File: config.mk
export PLATFORM = sky130hd
export DESIGN_NAME = exec_unit
export DESIGN_NICKNAME = d
export VERILOG_FILES = /design/src/rtl/exec_pkg.sv /design/src/rtl/exec_mul_iter.sv /design/src/rtl/exec_unit.sv
export SDC_FILE = /design/constraint.sdc
export NUM_CORES = 1
export LEC_CHECK = 0
export CORE_ASPECT_RATIO = 1.75
export CORE_MARGIN = 2
export CORE_UTILIZATION = 55
export CTS_CLUSTER_SIZE = 14
export DETAILED_ROUTE_END_ITERATION = 8
export PLACE_DENSITY = 0.78
export SLEW_MARGIN = 20
export SYNTH_ARGS = -nofsm -noshare
export SYNTH_HDL_FRONTEND = slang
export SYNTH_HIERARCHICAL = 1
export SYNTH_SLANG_ARGS = --single-unit
File: constraint.sdc
create_clock -name clock -period 3.9 [get_ports clock]
set_input_delay 0.78 -clock clock [delete_from_list [all_inputs] [get_ports clock]]
set_output_delay 0.78 -clock clock [all_outputs]
set_load 0.01 [all_outputs]
File: src/rtl/exec_pkg.sv
// Shared definitions for the execute stage: default widths, opcode
// values and the controller state encoding.
package exec_pkg;

  localparam int DEF_DATA_W     = 16;
  localparam int DEF_REG_ADDR_W = 3;
  localparam int DEF_MUL_CYCLES = 16;

  localparam logic [2:0] OP_ADD = 3'b000;
  localparam logic [2:0] OP_SUB = 3'b001;
  localparam logic [2:0] OP_AND = 3'b010;
  localparam logic [2:0] OP_OR  = 3'b011;
  localparam logic [2:0] OP_XOR = 3'b100;
  localparam logic [2:0] OP_SHL = 3'b101;
  localparam logic [2:0] OP_SHR = 3'b110;
  localparam logic [2:0] OP_MUL = 3'b111;

  typedef enum logic [2:0] {
    S_IDLE = 3'd0,
    S_READ = 3'd1,
    S_EXEC = 3'd2,
    S_MUL  = 3'd3,
    S_WB   = 3'd4
  } state_t;

endpackage

File: src/rtl/exec_mul_iter.sv
// Iterative unsigned shift-add multiplier. A load captures both
// operands and clears the accumulator; each following cycle retires
// one multiplier bit. busy drops once all N bits have been consumed,
// and prod_hi/prod_lo then hold the full 2W-bit product.
module exec_mul_iter #(
  parameter int W = 16,
  parameter int N = 16
) (
  input  logic         clock,
  input  logic         reset,
  input  logic         load,
  input  logic [W-1:0] a,
  input  logic [W-1:0] b,
  output logic         busy,
  output logic [W-1:0] prod_lo,
  output logic [W-1:0] prod_hi
);

  localparam int CW = (N > 1) ? $clog2(N) : 1;
  localparam logic [CW-1:0] LAST = CW'(N - 1);

  logic [2*W-1:0] r_acc;
  logic [2*W-1:0] r_mcand;
  logic [W-1:0]   r_mplier;
  logic [CW-1:0]  r_cnt;
  logic           r_busy;

  // Shift-add sequencer: multiplicand moves left, multiplier moves right.
  always_ff @(posedge clock) begin
    if (reset) begin
      r_acc    <= '0;
      r_mcand  <= '0;
      r_mplier <= '0;
      r_cnt    <= '0;
      r_busy   <= 1'b0;
    end else if (load) begin
      r_acc    <= '0;
      r_mcand  <= {{W{1'b0}}, a};
      r_mplier <= b;
      r_cnt    <= '0;
      r_busy   <= 1'b1;
    end else if (r_busy) begin
      if (r_mplier[0]) begin
        r_acc <= r_acc + r_mcand;
      end
      r_mcand  <= r_mcand << 1;
      r_mplier <= r_mplier >> 1;
      r_cnt    <= r_cnt + 1'b1;
      if (r_cnt == LAST) begin
        r_busy <= 1'b0;
      end
    end
  end

  assign busy    = r_busy;
  assign prod_lo = r_acc[W-1:0];
  assign prod_hi = r_acc[2*W-1:W];

endmodule

File: src/rtl/exec_unit.sv
// Multi-cycle execute stage between the decoder and the register file.
// IDLE -> READ -> EXEC/MUL -> WB -> IDLE. All outputs are registered;
// the write port and done are only non-zero during WB.
module exec_unit
  import exec_pkg::*;
#(
  parameter int DATA_W     = DEF_DATA_W,
  parameter int REG_ADDR_W = DEF_REG_ADDR_W,
  parameter int MUL_CYCLES = DEF_MUL_CYCLES
) (
  input  logic                  clock,
  input  logic                  reset,
  input  logic                  start,
  input  logic [2:0]            opcode,
  input  logic [REG_ADDR_W-1:0] srcA,
  input  logic [REG_ADDR_W-1:0] srcB,
  input  logic [REG_ADDR_W-1:0] dst,
  output logic                  ready,
  output logic [REG_ADDR_W-1:0] regSource1,
  output logic [REG_ADDR_W-1:0] regSource2,
  input  logic [DATA_W-1:0]     data1,
  input  logic [DATA_W-1:0]     data2,
  output logic [REG_ADDR_W-1:0] regDestination,
  output logic [DATA_W-1:0]     writeData,
  output logic                  writeEnable,
  output logic                  done,
  output logic                  zero,
  output logic                  carry
);

  state_t                r_state;
  logic [2:0]            r_op;
  logic [REG_ADDR_W-1:0] r_dst;
  logic [DATA_W-1:0]     r_op_a;
  logic [DATA_W-1:0]     r_op_b;

  logic                  w_load;
  logic                  w_busy;
  logic [DATA_W-1:0]     w_prod_lo;
  logic [DATA_W-1:0]     w_prod_hi;
  logic [DATA_W:0]       w_res;
  logic                  w_to_wb;

  // Single-cycle ALU; the top bit is the carry/borrow for ADD/SUB.
  function automatic logic [DATA_W:0] alu_eval(input logic [2:0] op,
                                               input logic [DATA_W-1:0] a,
                                               input logic [DATA_W-1:0] b);
    case (op)
      OP_ADD:  return {1'b0, a} + {1'b0, b};
      OP_SUB:  return {1'b0, a} - {1'b0, b};
      OP_AND:  return {1'b0, a & b};
      OP_OR:   return {1'b0, a | b};
      OP_XOR:  return {1'b0, a ^ b};
      OP_SHL:  return {1'b0, a << b[3:0]};
      OP_SHR:  return {1'b0, a >> b[3:0]};
      default: return '0;
    endcase
  endfunction

  // The multiplier loads straight from the register-file read data while
  // in READ, so its iterations overlap the MUL state and the product is
  // final on the cycle busy drops.
  assign w_load = (r_state == S_READ) && (r_op == OP_MUL);

  exec_mul_iter #(
    .W (DATA_W),
    .N (MUL_CYCLES)
  ) u_mul (
    .clock   (clock),
    .reset   (reset),
    .load    (w_load),
    .a       (data1),
    .b       (data2),
    .busy    (w_busy),
    .prod_lo (w_prod_lo),
    .prod_hi (w_prod_hi)
  );

  // Select the result for write-back and decide when to enter WB.
  always_comb begin
    w_res   = alu_eval(r_op, r_op_a, r_op_b);
    w_to_wb = 1'b0;
    if (r_state == S_MUL) begin
      w_res   = {|w_prod_hi, w_prod_lo};
      w_to_wb = !w_busy;
    end else if (r_state == S_EXEC) begin
      w_to_wb = 1'b1;
    end
  end

  // Controller FSM with registered outputs.
  always_ff @(posedge clock) begin
    if (reset) begin
      r_state        <= S_IDLE;
      r_op           <= '0;
      r_dst          <= '0;
      r_op_a         <= '0;
      r_op_b         <= '0;
      ready          <= 1'b1;
      regSource1     <= '0;
      regSource2     <= '0;
      regDestination <= '0;
      writeData      <= '0;
      writeEnable    <= 1'b0;
      done           <= 1'b0;
      zero           <= 1'b0;
      carry          <= 1'b0;
    end else begin
      case (r_state)
        S_IDLE: begin
          if (start) begin
            r_op       <= opcode;
            r_dst      <= dst;
            regSource1 <= srcA;
            regSource2 <= srcB;
            ready      <= 1'b0;
            r_state    <= S_READ;
          end
        end
        S_READ: begin
          r_op_a     <= data1;
          r_op_b     <= data2;
          regSource1 <= '0;
          regSource2 <= '0;
          r_state    <= (r_op == OP_MUL) ? S_MUL : S_EXEC;
        end
        S_EXEC, S_MUL: begin
          if (w_to_wb) begin
            writeData      <= w_res[DATA_W-1:0];
            regDestination <= r_dst;
            writeEnable    <= (r_dst != '0);
            done           <= 1'b1;
            zero           <= (w_res[DATA_W-1:0] == '0);
            carry          <= w_res[DATA_W];
            r_state        <= S_WB;
          end
        end
        S_WB: begin
          writeData      <= '0;
          regDestination <= '0;
          writeEnable    <= 1'b0;
          done           <= 1'b0;
          ready          <= 1'b1;
          r_state        <= S_IDLE;
        end
        default: begin
          r_state <= S_IDLE;
        end
      endcase
    end
  end

endmodule

# Word-level counts from Yosys, hierarchy flattened
# Cells that the tools add are included.
# word_totals
regBits	156
in_bits	47
# classes
n_addsub	4
eq_ne	14
shifts	2
muxes	29
n_bitwise	3
reduce_logical	20
# op_table
op	n
case mux 17 bit (7 select lines)	1
2-to-1 mux 16 bit	5
adder 32 bit	1
case mux 16 bit (2 select lines)	1
case mux 3 bit (2 select lines)	3
adder 16 x 16 -> 17 bit	1
2-to-1 mux 17 bit	1
subtractor 16 x 16 -> 17 bit	1
AND 16 bit	1
logical NOT 16 bit	1
bitwise OR 16 bit	1
OR reduction 16 bit	1
left shift 16 x 4 -> 16 bit	1
>> shifter 16 x 4 -> 16 bit	1
XOR 16 bit	1
== test 3 bit, second input constant	5
2-to-1 mux 3 bit	5
AND reduction 2 bit	7
== test 3 x 2 -> 1 bit, second input constant	4
2-to-1 mux 1 bit	9
case mux 3 bit (3 select lines)	1
nonzero test 2 bit	4
== test 3 x 1 -> 1 bit, second input constant	2
logical NOT 3 bit	2
other kinds (8)	12

# Longest topological paths before layout
# Gate-level depths: netlist (run 1).
# depth
depth_word	5
ltp_mapped	20
mapped_depth_nobuf	17

# Modules after synthesis
# The synthesis (run 1) kept the hierarchy.
# modules_own_cells
mod	instances	cells_per_inst	area_each_um2	seq_area_each_um2
exec_unit	1	838	6338.6	1421.4
exec_mul_iter	1	601	4923.5	1701.6

# Least setup slack after synthesis (run 1)
# No wires, ideal clock.
# synth_path
path_kind	register -> register
start	register r_op_b[0]
end	register zero
setup_time_ns	0.096
arrival_ns	3.833
t_required_ns	3.804
setup_slack_ns	-0.029
stages_incl_launch_ff	21
synth_period_minus_slack_ns	3.929
cell_sequence	dfxtp_1 buf_4 inv_2 buf_2 buf_2 ha_1 nand4_1 nor3_1 nand3_1 o31ai_1 xnor2_1 ha_1 nand3b_1 o21ai_0 a221o_1 a31oi_1 o21ai_1 o32a_1 a211oi_2 inv_1 o41ai_2
# synth_between
elab_chain_len	4
word_cells_on_any_way	10
classes_between	add/sub: 2; shift: 2; mux: 2; bitwise: 3; reduce/logical: 1
# synth_lines
item	line_no	source
from (decl)	exec_unit.sv:35	logic [DATA_W-1:0] r_op_b;
from (signal assigned)	exec_unit.sv:122	r_op_b <= data2;
subtractor 16 x 16 -> 17 bit, or another cell as far along	exec_unit.sv:50	OP_SUB: return {1'b0, a} - {1'b0, b};
case mux 17 bit (7 select lines) (*)	exec_unit.sv:48	case (op)
2-to-1 mux 17 bit (*)	exec_unit.sv:83	if (r_state == S_MUL) begin
logical NOT 16 bit (*)	exec_unit.sv:133	zero <= (w_res[DATA_W-1:0] == '0);
to (signal assigned)	exec_unit.sv:133	
to (decl)	exec_unit.sv:27	output logic zero,
# Mark *: on every way between the ends. The rest lies on a longest branch, timed or not.
# A chain may end at the register's enable or synchronous reset.

# Worst setup path in the final report (run 1)
# layout_path
start	register r_op_b[1]
end	register zero
# The elaborated chain is that of the path after synthesis.

==> results of run 1 <==
-- kinds of logic after synthesis --
group                    synth area share, %
AO/OA/AOI/OAI                           22.8
buffers and inverters                   5.29
adder cells (fa/ha/maj)                 9.47
AND/OR/NAND/NOR                         21.4
multiplexers                            10.1
XOR/XNOR                                3.19
flip-flops                              27.7
-- per-stage QoR --
stage                     power [mW]  TNS, ps  instances  hold slack, ps
after global placement          2.77        0       1714             437
after detailed placement        2.78        0       1714             446
after CTS                       4.37        0       1745             456
after global routing            4.57    -98.3       1747             485
final                           4.43        0       1748             454
after floorplan                 2.39        0       1439             443
-- layer usage --
metal  track usage [%]  vias up  wire length, um
li1                  -     5255                -
met1              40.0     5416            14100
met2              66.8      568            20900
met3              5.73      201             2590
met4              25.0        0             3280
met5                 0        -                0
-- final cells by class --
cell class | instances | area share, %
multi-input combinational | 1144 | 59.1
clock inverter | 11 | 0.953
antenna | 1 | 0.0194
clock buffer | 20 | 3.39
inverter | 48 | 1.40
sequential | 156 | 24.3
tap | 248 | 2.41
timing repair buffer | 120 | 8.44
-- where the power goes --
group | internal, mW | switching, mW | total (mW)
clock network | 0.935 | 0.676 | 1.61
logic | 0.465 | 0.667 | 1.13
registers | 1.63 | 0.0546 | 1.69
-- what timing repair did --
action / 4_1_cts / 5_1_grt
resized for setup: 0 / 9
setup endpoints to repair: 0 / 3
endpoints found under the hold margin: 0 / 0
hold buffers: 0 / 0
buffers inserted: 0 / 2
-- worst max-delay path, cell delays in order, from the launching register on --
cell	delay, ps
dfxtp_2	330
inv_1	70
ha_2	190
nand4_1	160
nor3_4	320
nand3_2	150
o31ai_2	280
xnor2_1	210
ha_1	310
nand3b_1	80
o21ai_0	80
a221o_1	300
a31oi_1	140
o21ai_1	90
o32a_1	360
a211oi_2	220
inv_1	100
o41ai_2	320
-- placed cells by master (no fill, tap or decap), types with 5 or more instances in the layout --
master / Yosys / routed
a211oi_1: 14 / 14
a21o_1: 21 / 21
a21oi_1: 152 / 152
a221o_1: 7 / 7
a221oi_1: 7 / 6
a22o_1: 8 / 8
a22oi_1: 13 / 13
a31oi_1: 19 / 18
and2_1: 10 / 10
and3_1: 5 / 5
buf_4: 2 / 44
clkbuf_16: 0 / 17
clkdlybuf4s50_1: 0 / 75
dfxtp_1: 156 / 154
ha_1: 82 / 81
inv_1: 45 / 45
mux2_1: 8 / 8
mux2i_1: 77 / 77
mux4_2: 11 / 11
nand2_1: 205 / 205
nand2b_1: 12 / 12
nand3_1: 17 / 16
nand3b_1: 9 / 9
nand4_1: 17 / 17
nor2_1: 173 / 170
nor2b_1: 6 / 6
nor3_1: 21 / 20
nor3b_1: 6 / 5
nor4_1: 8 / 8
o211a_1: 5 / 5
o211ai_1: 13 / 13
o21ai_0: 48 / 48
o21ai_1: 13 / 13
o22ai_1: 5 / 5
o31ai_1: 9 / 7
or3_1: 11 / 11
xnor2_1: 31 / 31
xor2_1: 10 / 10
-- how the worst max path moves through the flow --
stage,start,end,slack (ps),depth (start not counted)
after floorplan,r_op_b[0]$_SDFFE_PP0P_,zero$_SDFFE_PP0P_,50,20
after global placement,r_op_b[1]$_SDFFE_PP0P_,zero$_SDFFE_PP0P_,170,17
after detailed placement,r_op_b[1]$_SDFFE_PP0P_,zero$_SDFFE_PP0P_,170,17
after CTS,r_op_b[1]$_SDFFE_PP0P_,zero$_SDFFE_PP0P_,120,17
after global routing,r_op_b[1]$_SDFFE_PP0P_,zero$_SDFFE_PP0P_,-100,17
final,r_op_b[1]$_SDFFE_PP0P_,zero$_SDFFE_PP0P_,100,17
-- state kept, by name, indices dropped and copies added (netlist names), 3 cells and up --
register,count
r_state,3
regSource2,3
u_mul/r_mcand,32
u_mul/r_acc,32
r_op_a,16
writeData,16
u_mul/r_mplier,16
regDestination,3
u_mul/r_cnt,4
regSource1,3
r_op,3
r_op_b,16
r_dst,3
==> metrics.md, run 1 <==
| Metric | Value |
|---|---|
| Worst hold start | `ready$_SDFFE_PP1P_` |
| Post-Syn Area | `between 0.01 and 0.015 sq mm` |
| Synth cell count leaders | `nand2_1 (205), nor2_1 (173), dfxtp_1 (156)` |
| Worst EP arrival | `4140 ps` |
| Hold WC Path Type | `reg -> reg` |
| Register Area | `0.00313 sq mm` |
| Relative slew slack | `31.1%` |
| Setup CP Type | `reg -> reg` |
| Area of the multi-input gates | `0.00760 sq mm` |
| Synth top area share | `between 20 and 30%` |
| Critical R2R Launch | `r_op_b[1]$_SDFFE_PP0P_` |
| Placer's final routability congestion estimate | `between 1 and 1.5` |
| CTS clk-pin slew, worst paths | `roughly 60 ps` |
| Mapped Cells | `~1400` |
| DR pass1 iterations | `5` |
| CORE AREA | `slightly above 0.02 sq mm` |
| Worst Skew | `between 6 and 7 ps` |
| First-pass GRT wire length | `63300 um` |
| Vias post-DR | `between 10000 and 15000` |
| CTS buffer count | `17` |
| Die span in x | `112 um` |
| Vias/cell | `between 6 and 7` |
| Htree depth | `4` |
| Starting DRT DRC Count | `870` |
| DP Area | `approximately 0.012 sq mm` |
| CTS tree | `built` |
| Count of final setup violators | `0` |
| Bufs on Longest Clock Path | `2` |
| Slew @ Worst Pin | `approximately 1000 ps` |
| Outcome | `complete, no violations` |
| R2R setup slack | `between 90 and 100 ps` |
| Root Driver | `clkbuf_16` |
| Reg2Reg Depth | `17` |
| Most numerous cell in the Yosys netlist | `nand2_1` |
| Final Util | `63.7%` |
| CP max FO | `3` |
| Vias in the first global route | `about 11000` |
| I/O pins | `77` |
| Worst hold endpoint | `ready$_SDFFE_PP1P_` |
| Syn nets | `1570` |
| Peak VDD IR | `around 420 uV` |
| Final nets | `1618` |
| Die Ht | `about 190 um` |
| DIE AREA | `between 0.02 and 0.025 sq mm` |
| DP Worst Slack | `approximately 170 ps` |
| Initial core utilization | `~56%` |
| Unrepaired setup endpoints after global routing | `true` |
| Synthesis Warnings | `6` |
| Congestion Overflow GR | `0` |
| Cell Rows | `69` |
| Ys flop type | `dfxtp_1` |
| WP data required | `~4200 ps` |
| Area contributors post-synth | `dfxtp_1 (28%), ha_1 (9.1%), mux2i_1 (6.8%)` |
| Worst Setup End Kind | `flop` |
| Final ANT Viol Nets | `0` |
| Routed length per placed instance | `approximately 23 um` |
| Max cap viols | `0` |
| Placed wire-length estimate | `between 30000 and 40000 um` |
| Crit path launch type | `flop` |
| Largest area contributor in the netlist | `dfxtp_1` |
| Final worst-path cycle share | `a little under 100%` |
| EDFF count, synth | `0` |
| Filler instances | `between 1500 and 2000` |
| Leak | `between 5 and 6 nW` |
| PortBufs | `76` |
| Drt drc | `0` |
| Slew Limit Fails | `0` |
| RR Endpoint | `zero$_SDFFE_PP0P_` |
| Post-Route WL | `roughly 40000 um` |
| Fraction of layout cells with a size suffix above 1 | `~9.2%` |
| Synthesized area per cell | `between 7 and 8 sq um` |
| Yosys reg bits | `156` |
| Final Critical Period | `~3800 ps` |
| Seq/Total Area, Yosys | `27.7%` |
| Largest net degree at the start of global routing | `69` |
| Final Hold Fails | `0` |
| Hold path cells | `2` |
| P&R area growth vs syn | `14.2%` |
| Synth cell types | `94` |
| Initial antenna violation count | `1` |
| Max Clk Rate | `between 200 and 300 MHz` |
| Finished layout cell area | `roughly 0.013 sq mm` |
| Pwr dens | `between 300 and 400 mW/mm^2` |
| Clk sinks | `around 160` |
| Setup WS post-layout | `around 100 ps` |
| Share of flip-flops with an asynchronous set or reset | `0%` |
| All-Layer GR Usage | `~37%` |
| Skew-Pair Late Insertion Delay | `between 400 and 500 ps` |
No activity file was read; power rests on OpenSTA's default activity.
==> run 2: changes to the inputs <==
--- a/config.mk
+++ b/config.mk
@@ -5,12 +5,15 @@
 export SDC_FILE = /design/constraint.sdc
 export NUM_CORES = 1
 export LEC_CHECK = 0
+export CELL_PAD_IN_SITES_DETAIL_PLACEMENT = 0
+export CELL_PAD_IN_SITES_GLOBAL_PLACEMENT = 1
 export CORE_ASPECT_RATIO = 1.75
 export CORE_MARGIN = 2
-export CORE_UTILIZATION = 55
+export CORE_UTILIZATION = 42
+export CTS_BUF_LIST = sky130_fd_sc_hd__clkbuf_8
 export CTS_CLUSTER_SIZE = 14
 export DETAILED_ROUTE_END_ITERATION = 8
-export PLACE_DENSITY = 0.78
+export PLACE_DENSITY_LB_ADDON = 0.1
 export SLEW_MARGIN = 20
 export SYNTH_ARGS = -nofsm -noshare
 export SYNTH_HDL_FRONTEND = slang
==> run 2 against run 1 <==
Core utilization is 15 points lower. Critical path depth unchanged. Critical endpoint unchanged. Clock power shrank 26%. Total power is 9.0% lower. Clock skew grew 9.7 ps. Worst hold slack got worse by 2.6 ps. Count of clock-buffer cells in the layout down 1. Flip-flop and latch count unchanged. Largest power group unchanged.
==> metrics.md, run 2 (synthesis gave the netlist of run 1 again) <==
| Metric | Value |
|---|---|
| Most common cell after layout, fill and taps aside | `nand2_1` |
| Vias in the first global route | `10700` |
| All-Layer GR Usage | `about 31%` |
| Outcome | `complete, no violations` |
| Routed length per placed instance | `~23 um` |
| DP Worst Slack | `between 100 and 150 ps` |
| Hold WC Path Type | `reg -> reg` |
| Fraction of layout cells with a size suffix above 1 | `about 10%` |
| Max Clk Rate | `about 270 MHz` |
| CTS clk-pin slew, worst paths | `approximately 80 ps` |
| Setup TNS | `0 ps` |
| Critical R2R Launch | `r_op_b[0]$_SDFFE_PP0P_` |
| Final Hold Fails | `0` |
| Worst EP arrival | `around 4100 ps` |
| Hold path cells | `2` |
| Worst path cell trace | `inv_2 > ha_1 > nand4_1 > nor3_4 > nand3_2 > o31ai_2 > xnor2_1 > ha_1 > nand3b_1 > o21ai_0 > a221o_1 > a31oi_1 > o21ai_1 > o32a_1 > a211oi_2 > inv_1 > o41ai_2` |
| Starting DRT DRC Count | `a little under 800` |
| Die Ht | `221 um` |
| Most frequent cells in the layout | `nand2_1 (205), nor2_1 (171), dfxtp_1 (153)` |
| Max cap viols | `0` |
| First-pass GRT wire length | `between 60000 and 70000 um` |
| Filler instances | `about 2700` |
| PortBufs | `76` |
| I/O pins | `77` |
| Final nets | `about 1600` |
| Die span in x | `between 100 and 150 um` |
| Met1 wire length | `around 15000 um` |
| Clk sinks | `between 150 and 200` |
| Final Critical Period | `approximately 3800 ps` |
| Initial antenna violation count | `0` |
| CTS tree | `built` |
| CTS buffer count | `17` |
| R2R setup slack | `between 100 and 150 ps` |
| Met2 WL post-DR | `22700 um` |
| CP max FO | `5` |
| Cell Rows | `79` |
| P&R area growth vs syn | `14.4%` |
| Top delay family on crit path | `compound AO/OA/AOI/OAI gates` |
| Slew @ Worst Pin | `just over 900 ps` |
| Most frequent CP cell | `ha_1` |
| Worst path slowest cell | `dfxtp_1` |
| DP Area | `between 0.01 and 0.015 sq mm` |
| Worst hold endpoint | `ready$_SDFFE_PP1P_` |
| Post-Route WL | `around 43000 um` |
| Max Used Layer | `met4` |
| Vias post-DR | `~11000` |
| Worst hold start | `ready$_SDFFE_PP1P_` |
| Setup WS post-layout | `approximately 150 ps` |
| Final Util | `between 40% and 50%` |
| Vias/cell | `between 5 and 6` |
| Slew Limit Fails | `0` |
| Root Driver | `clkbuf_8` |
| WP data required | `4280 ps` |
| Skew-Pair Late Insertion Delay | `480 ps` |
| Slowest stage delay, CP | `~350 ps` |
| Tot Pwr | `4.03 mW` |
| Initial core utilization | `between 40% and 50%` |
| Drt drc | `0` |
| Crit path depth | `17` |
| Worst Setup End Kind | `flop` |
| DR pass1 iterations | `8` |
| Final ANT Viol Nets | `0` |
| RR Endpoint | `zero$_SDFFE_PP0P_` |
| Bufs on Longest Clock Path | `2` |
| Pwr dens | `313 mW/mm^2` |
| Relative slew slack | `38.8%` |
| Crit path launch type | `flop` |
| Setup CP Type | `reg -> reg` |
| Met3 WL post-DR | `1630 um` |
| Count of final setup violators | `0` |
| DIE AREA | `between 0.02 and 0.03 sq mm` |
| Leak | `between 5 and 6 nW` |
| Largest net degree at the start of global routing | `84` |
| Buf+Inv Stages, Crit Path | `2` |
| Final worst-path cycle share | `between 90% and 100%` |
| CORE AREA | `around 0.026 sq mm` |
| Placer's final routability congestion estimate | `around 1.0` |
| Worst Skew | `16.5 ps` |
| Congestion Overflow GR | `0` |
| Peak VDD IR | `311 uV` |
| Leading registers by flop count | `u_mul/r_acc: 32 flops, u_mul/r_mcand: 32 flops` |
| Reg2Reg Depth | `17` |
| Finished layout cell area | `between 0.01 and 0.015 sq mm` |
| Placed wire-length estimate | `33100 um` |
| Htree depth | `4` |
| N_diodes | `0` |
run 2: cell types whose count changed in the layout (fill, tap and decap cells not counted), sizes merged:
cell and delta:
inv +7, diode -1, clkinvlp -2, bufinv -1, buf +10, clkbuf -1, clkinv -2
run 2: what timing repair did:
action / 4_1_cts / 5_1_grt
setup buffers: 0 / 0
resized for setup: 0 / 13
hold buffers: 0 / 0
endpoints found under the setup margin: 0 / 2
run 2: worst max-delay path by stage:
stage / to / slack, ps / from
2_1_floorplan: zero$_SDFFE_PP0P_ / 50 / r_op_b[0]$_SDFFE_PP0P_
3_3_place_gp: zero$_SDFFE_PP0P_ / 190 / r_op_b[0]$_SDFFE_PP0P_
3_5_place_dp: zero$_SDFFE_PP0P_ / 120 / r_op_b[0]$_SDFFE_PP0P_
4_1_cts: zero$_SDFFE_PP0P_ / 100 / r_op_b[0]$_SDFFE_PP0P_
5_1_grt: zero$_SDFFE_PP0P_ / -30 / r_op_b[0]$_SDFFE_PP0P_
6_report: zero$_SDFFE_PP0P_ / 150 / r_op_b[0]$_SDFFE_PP0P_
run 2: power by group:
part	total (mW)	internal, mW	switching [mW]
logic	1.16	0.483	0.679
registers	1.68	1.63	0.0516
clock network	1.19	0.542	0.646
run 2: area by class of cell:
class / count / area (sq um) / share of cell area (%)
Clock buffer: 19 / 262 / 2.03
Tap cell: 324 / 405 / 3.15
Clock inverter: 13 / 115 / 0.894
Timing Repair Buffer: 130 / 1160 / 9.03
Inverter: 48 / 180 / 1.40
Sequential cell: 156 / 3130 / 24.3
Multi-Input combinational cell: 1144 / 7630 / 59.2
run 2: stage by stage:
| stage | instances | hold slack [ps] |
|---|---|---|
| 4_1_cts | 1834 | 455 |
| 5_1_grt | 1834 | 467 |
| 3_5_place_dp | 1802 | 443 |
| 3_3_place_gp | 1802 | 439 |
| 6_report | 1834 | 452 |
| 2_1_floorplan | 1439 | 443 |
run 2: metal layers:
layer	up-vias	global-route usage, %
li1	5271	-
met1	5126	31.3
met2	321	57.4
met3	131	5.13
met4	0	20.5
met5	-	0
run 2: worst reg2reg max path, cell delays in order, from the launching register on:
cell,delay [ps]
dfxtp_1,350
inv_2,70
ha_1,190
nand4_1,200
nor3_4,340
nand3_2,160
o31ai_2,220
xnor2_1,140
ha_1,300
nand3b_1,100
o21ai_0,80
a221o_1,300
a31oi_1,150
o21ai_1,80
o32a_1,340
a211oi_2,220
inv_1,90
o41ai_2,330
